<file path="config.mk">
export PLATFORM = sky130hd
export DESIGN_NAME = puf_response_collector
export DESIGN_NICKNAME = d
export VERILOG_FILES = /design/src/rtl/puf_response_collector.sv
export SDC_FILE = /design/constraint.sdc
export NUM_CORES = 1
export LEC_CHECK = 0
export BUFFER_PORTS_ARGS = -buffer_cell sky130_fd_sc_hd__buf_4
export CAP_MARGIN = 40
export CORE_MARGIN = 1.5
export CORE_UTILIZATION = 50
export CTS_CLUSTER_DIAMETER = 100
export CTS_CLUSTER_SIZE = 10
export DETAILED_ROUTE_END_ITERATION = 16
export PLACE_DENSITY_LB_ADDON = 0.05
export SYNTH_ARGS = -nofsm -noshare
export SYNTH_HDL_FRONTEND = slang
export SYNTH_SLANG_ARGS = --single-unit
</file>
<file path="constraint.sdc">
create_clock -name i_clk -period 3.59 [get_ports i_clk]
set_input_delay 0.718 -clock i_clk [delete_from_list [all_inputs] [get_ports i_clk]]
set_output_delay 0.718 -clock i_clk [all_outputs]
set_load 0.005 [all_outputs]
</file>
<file path="src/rtl/puf_response_collector.sv">
// puf_response_collector
// Builds a RESP_BITS-wide PUF response from one challenge seed. Each response
// bit i drives challenge seed+i into the ring-oscillator core VOTES times,
// majority-votes the returned comparator bits, and counts bits whose votes
// were not unanimous. The finished word is offered to the host with a
// valid/ack handshake. A missing meas_done aborts the run with a sticky err.
//
// Ports:
//   i_clk, i_rst        clock, synchronous active-high reset
//   i_start, i_seed     host run request and base challenge (sampled in IDLE)
//   o_busy              run in progress (ISSUE/WAIT/DECIDE/DONE)
//   o_resp              voted response word, bit i <-> challenge seed+i
//   o_resp_valid        o_resp is final; held until i_resp_ack
//   i_resp_ack          host consumes o_resp
//   o_unstable          count of non-unanimous bits, saturating at 255
//   o_err               sticky measurement timeout flag
//   o_challenge         challenge presented to the PUF core
//   o_meas_start        one-cycle measurement request
//   i_meas_done         one-cycle measurement completion
//   i_cmp_bit           comparator result, valid with i_meas_done
module puf_response_collector #(
  parameter int unsigned CHAL_W    = 8,
  parameter int unsigned RESP_BITS = 16,
  parameter int unsigned VOTES     = 5,
  parameter int unsigned TIMEOUT   = 1023
) (
  input  logic                 i_clk,
  input  logic                 i_rst,
  input  logic                 i_start,
  input  logic [CHAL_W-1:0]    i_seed,
  output logic                 o_busy,
  output logic [RESP_BITS-1:0] o_resp,
  output logic                 o_resp_valid,
  input  logic                 i_resp_ack,
  output logic [7:0]           o_unstable,
  output logic                 o_err,
  output logic [CHAL_W-1:0]    o_challenge,
  output logic                 o_meas_start,
  input  logic                 i_meas_done,
  input  logic                 i_cmp_bit
);

  localparam int unsigned VW = $clog2(VOTES + 1);
  localparam int unsigned IW = (RESP_BITS > 1) ? $clog2(RESP_BITS) : 1;
  localparam int unsigned TW = (TIMEOUT > 1) ? $clog2(TIMEOUT + 1) : 1;

  localparam logic [2:0] S_IDLE   = 3'd0;
  localparam logic [2:0] S_ISSUE  = 3'd1;
  localparam logic [2:0] S_WAIT   = 3'd2;
  localparam logic [2:0] S_DECIDE = 3'd3;
  localparam logic [2:0] S_DONE   = 3'd4;

  logic [2:0]           r_state;
  logic [CHAL_W-1:0]    r_seed;
  logic [IW-1:0]        r_i;
  logic [VW-1:0]        r_v;
  logic [VW-1:0]        r_ones;
  logic [TW-1:0]        r_tmo;
  logic [RESP_BITS-1:0] r_resp;
  logic [7:0]           r_unstable;
  logic                 r_err;
  logic                 r_busy;
  logic                 r_resp_valid;
  logic [CHAL_W-1:0]    r_challenge;
  logic                 r_meas_start;

  logic [2:0]           w_state_nxt;
  logic [CHAL_W-1:0]    w_seed_nxt;
  logic [IW-1:0]        w_i_nxt;
  logic [VW-1:0]        w_v_nxt;
  logic [VW-1:0]        w_ones_nxt;
  logic [TW-1:0]        w_tmo_nxt;
  logic [RESP_BITS-1:0] w_resp_nxt;
  logic [7:0]           w_unstable_nxt;
  logic                 w_err_nxt;

  // State register
  always_ff @(posedge i_clk) begin
    if (i_rst) begin
      r_state <= S_IDLE;
    end else begin
      r_state <= w_state_nxt;
    end
  end

  // Next-state and datapath update
  always_comb begin
    w_state_nxt    = r_state;
    w_seed_nxt     = r_seed;
    w_i_nxt        = r_i;
    w_v_nxt        = r_v;
    w_ones_nxt     = r_ones;
    w_tmo_nxt      = r_tmo;
    w_resp_nxt     = r_resp;
    w_unstable_nxt = r_unstable;
    w_err_nxt      = r_err;

    case (r_state)
      S_IDLE: begin
        if (i_start) begin
          w_state_nxt    = S_ISSUE;
          w_seed_nxt     = i_seed;
          w_i_nxt        = '0;
          w_v_nxt        = '0;
          w_ones_nxt     = '0;
          w_unstable_nxt = '0;
          w_err_nxt      = 1'b0;
          w_resp_nxt     = '0;
        end
      end
      S_ISSUE: begin
        w_state_nxt = S_WAIT;
        w_tmo_nxt   = '0;
      end
      S_WAIT: begin
        // r_tmo counts completed WAIT cycles; meas_done wins on the last one
        if (i_meas_done) begin
          w_ones_nxt  = r_ones + VW'(i_cmp_bit);
          w_v_nxt     = r_v + VW'(1);
          w_state_nxt = (r_v == VW'(VOTES - 1)) ? S_DECIDE : S_ISSUE;
        end else if (r_tmo == TW'(TIMEOUT - 1)) begin
          // Abort: partial word and instability count are discarded
          w_err_nxt      = 1'b1;
          w_resp_nxt     = '0;
          w_unstable_nxt = '0;
          w_state_nxt    = S_IDLE;
        end else begin
          w_tmo_nxt = r_tmo + TW'(1);
        end
      end
      S_DECIDE: begin
        w_resp_nxt[r_i] = (r_ones > VW'(VOTES / 2));
        if ((r_ones != '0) && (r_ones != VW'(VOTES)) && (r_unstable != 8'hFF)) begin
          w_unstable_nxt = r_unstable + 8'd1;
        end
        w_ones_nxt  = '0;
        w_v_nxt     = '0;
        w_i_nxt     = r_i + IW'(1);
        w_state_nxt = (r_i == IW'(RESP_BITS - 1)) ? S_DONE : S_ISSUE;
      end
      S_DONE: begin
        if (i_resp_ack) begin
          w_state_nxt = S_IDLE;
        end
      end
      default: begin
        w_state_nxt = S_IDLE;
      end
    endcase
  end

  // Datapath and output registers; outputs follow the next state
  always_ff @(posedge i_clk) begin
    if (i_rst) begin
      r_seed       <= '0;
      r_i          <= '0;
      r_v          <= '0;
      r_ones       <= '0;
      r_tmo        <= '0;
      r_resp       <= '0;
      r_unstable   <= '0;
      r_err        <= 1'b0;
      r_busy       <= 1'b0;
      r_resp_valid <= 1'b0;
      r_challenge  <= '0;
      r_meas_start <= 1'b0;
    end else begin
      r_seed       <= w_seed_nxt;
      r_i          <= w_i_nxt;
      r_v          <= w_v_nxt;
      r_ones       <= w_ones_nxt;
      r_tmo        <= w_tmo_nxt;
      r_resp       <= w_resp_nxt;
      r_unstable   <= w_unstable_nxt;
      r_err        <= w_err_nxt;
      r_busy       <= (w_state_nxt != S_IDLE);
      r_resp_valid <= (w_state_nxt == S_DONE);
      r_meas_start <= (w_state_nxt == S_ISSUE);
      // Challenge wraps modulo 2^CHAL_W and is held through WAIT
      if (w_state_nxt == S_ISSUE) begin
        r_challenge <= w_seed_nxt + CHAL_W'(w_i_nxt);
      end
    end
  end

  assign o_busy       = r_busy;
  assign o_resp       = r_resp;
  assign o_resp_valid = r_resp_valid;
  assign o_unstable   = r_unstable;
  assign o_err        = r_err;
  assign o_challenge  = r_challenge;
  assign o_meas_start = r_meas_start;

endmodule

</file>
==> summary.txt <==
Floorplan
  • Initial Util: 51.8%
  • Core area: 6790 µm²
  • # IOs: 50
  • Num rows: 30
  • Die height: 86.9 µm
  • Die area: 7550 µm²
  • Die Wd: 86.9 µm

Timing
  • Min Clock Period, post-route: 3080 ps
  • Final setup TNS: 0 ps
  • Fin crit share: 85.8%
  • Worst-margin pin slew: 790 ps
  • Fin. Hold Viols: 0
  • Fin. max-slew vios: 0
  • Achievable clock frequency: 0.325 GHz
  • Clk_skew: 6.62 ps
  • Setup-failing EPs final: 0
  • RSZ-0062 raised after global routing: false
  • Final Hold Slack: 471 ps
  • Max-slew headroom: 47.2%

CTS
  • CTS tree: yes
  • Clk buf depth: 2
  • Resize count post-CTS: 0
  • Clock Sinks: 67
  • Cts bufs inserted: 9
  • Cts hold-fix bufs: 0
  • Setup bufs post-CTS: 0
  • Clk pin slew, worst setup/hold paths: 70 ps
  • CTS H-tree depth: 3
  • Clk Latency, worst-skew pair: 340 ps
  • Cell chosen for the clock root: clkbuf_8

Critical path
  • Most common cell on crit path: nand2_1
  • Crit path buffers/inverters: 0
  • Req. time, crit path: 3830 ps
  • Worst-path cell chain: or4b_1 -> nand2_1 -> nand2_1 -> ha_1 -> a21o_1 -> a21oi_1 -> o211ai_1 -> and3b_1 -> o32ai_1
  • Start of the worst register-to-register path: r_state[1]
  • CP arrival: 3320 ps
  • Critical path class: flip-flop to flip-flop
  • Stages on worst setup path: 9
  • CP max FO: 15
  • Endpoint type of the worst setup path: flip-flop
  • Worst Setup SP: r_state[1]
  • Startpoint Class: flip-flop
  • Crit-path max cell delay: 730 ps
  • Worst reg2reg setup slack: 510 ps
  • Reg2reg end: o_challenge[7]
  • CP delay by family, top: simple AND/OR/NAND/NOR gates
  • Crit path capture: o_challenge[7]
  • CP max-delay cell: or4b_1
  • FF-to-FF path depth: 9

Global route
  • Largest net degree at the start of global routing: 56
  • Global-route wire length before repair: 13100 µm
  • Vias in the first global route: 2799
  • GRT overflow: 0
  • Total Routing Usage GR: 21.8%
  • Initial antenna violation count: 0

Synth
  • Sequential area share after synthesis: 38.1%
  • Yosys Warn Count: 0
  • Synth Net Count: 435
  • EDFF count, synth: 0
  • Post-synth top area share: 38.1%
  • Cell area after synthesis: 3520 µm²
  • Synth area leaders: dfxtp_1 38%, a21oi_1 6.1%, ha_1 5.0%
  • Most frequent cell after synthesis: dfxtp_1
  • Main synth FF type: dfxtp_1
  • Synth async-reset ratio: 0%
  • Syn Inst Count: 406
  • Mapped Avg Cell Area: 8.67 µm²
  • Unique masters post-synth: 65
  • Top cells by count, synth: 67 x dfxtp_1, 43 x a21oi_1, 39 x nor2_1, 26 x nand2_1, 22 x nand3_1
  • Synthesized flop and latch total: 67
  • Cell taking the most area after synthesis: dfxtp_1

Placement
  • Port bufs: 49
  • Placed Area: 3900 µm²
  • Placer Congestion: 0.745
  • Post-DP HPWL: 5140 µm

Final layout
  • Nets: 469
  • ANT cells: 0
  • Finished Cell Area: 4060 µm²
  • Fin util: 59.7%
  • Share of cells above drive strength 1: 18.7%
  • P&R area growth vs syn: 15.3%

Detailed routing
  • DR pass1 iterations: 4
  • DR iter-0 viols: 122
  • Final WL: 7530 µm
  • Routed wire per std cell: 13.9 µm
  • Avg Vias per Cell: 5.49
  • Remaining DRCs: 0
  • Routed vias: 2972
  • Routed Antenna Nets: 0

Run
  • Max Cap Violations: 0

Min path
  • HP Class: flip-flop to flip-flop

Pwr
  • Worst vdd ir: 185 µV
  • Leakage: 1.58 nW
  • PwrDens: 369 nW/µm²

Status
  • Outcome: completed
## final cells by class
type / count / area [µm²]
sequential: 67 / 1340
multi-input combinational: 298 / 2000
inverter: 11 / 41.3
clock inverter: 5 / 30.0
timing repair buffer: 53 / 398
fill: 635 / 2740
tap: 96 / 120
clock buffer: 11 / 131
## where the power goes
group,total [mW],switching [mW],internal (mW)
sequential,0.780,0.0165,0.764
clock,0.532,0.285,0.247
combinational,0.185,0.108,0.0772
total,1.50,0.410,1.09
## routing by layer
layer | vias up | part of all wire (%) | GRT usage (%)
li1 | 1519 | - | -
met1 | 1395 | 49 | 29.0
met2 | 53 | 46 | 35.0
met3 | 5 | 3.9 | 4.64
met4 | 0 | 0.97 | 7.62
met5 | - | 0 | 0
## metrics by stage
step,std cells,power (mW),setup slack (ps)
global placement,525,0.982,394
floorplan,406,0.932,569
finish,541,1.50,510
global route,541,1.58,223
CTS,541,1.52,492
detailed placement,525,0.984,307
## sequential cells by signal (all words and copies together) (netlist names)
register / flops
o_resp: 16
o_err: 1
r_i: 4
r_v: 3
r_ones: 3
r_tmo: 10
r_seed: 8
o_resp_valid: 1
r_state: 3
o_unstable: 8
o_challenge: 8
o_busy: 1
o_meas_start: 1
## worst register-to-register path, cell delays in order (launching register included)
cell	delay (ps)
dfxtp_1	470
or4b_1	740
nand2_1	150
nand2_1	100
ha_1	280
a21o_1	170
a21oi_1	390
o211ai_1	200
and3b_1	220
o32ai_1	270
## cell families after synthesis
group,synth area share [%]
adder cells (fa/ha/maj),5.54
buffers and inverters,5.19
flip-flops,38.1
AO/OA/AOI/OAI,23.1
multiplexers,3.30
AND/OR/NAND/NOR,21.1
XOR/XNOR,3.73
## layout by cell type, fill, tap and decap left out, drive strengths merged, types with 3 or more instances in the layout
cell and instances:
a21oi 43, nand4 7, a21o 9, nand3 22, xnor2 11, nor2 41
dfxtp 67, nor2b 8, xor2 4, a31oi 5, a211oi 9, mux2i 9
ha 14, nor3 4, nand2 26, nand2b 10, o21ai 16, clkinv 3
o211ai 4, o21a 3, inv 11, or4 5, a21boi 3, a32oi 4
a22oi 3, buf 53, or3 3, clkbuf 11, o31ai 5
## worst min-delay path by stage
| stage | from | to | slack, ps | depth (start not counted) |
|---|---|---|---|---|
| 2_1_floorplan | r_seed[0] | r_seed[0] | 440 | 2 |
| 3_3_place_gp | r_seed[2] | r_seed[2] | 450 | 2 |
| 3_5_place_dp | r_seed[2] | r_seed[2] | 460 | 2 |
| 4_1_cts | r_seed[2] | r_seed[2] | 470 | 2 |
| 5_1_grt | o_resp[0] | o_resp[0] | 490 | 2 |
| 6_report | r_seed[0] | r_seed[0] | 470 | 2 |
No activity file was read; power rests on OpenSTA's default activity.
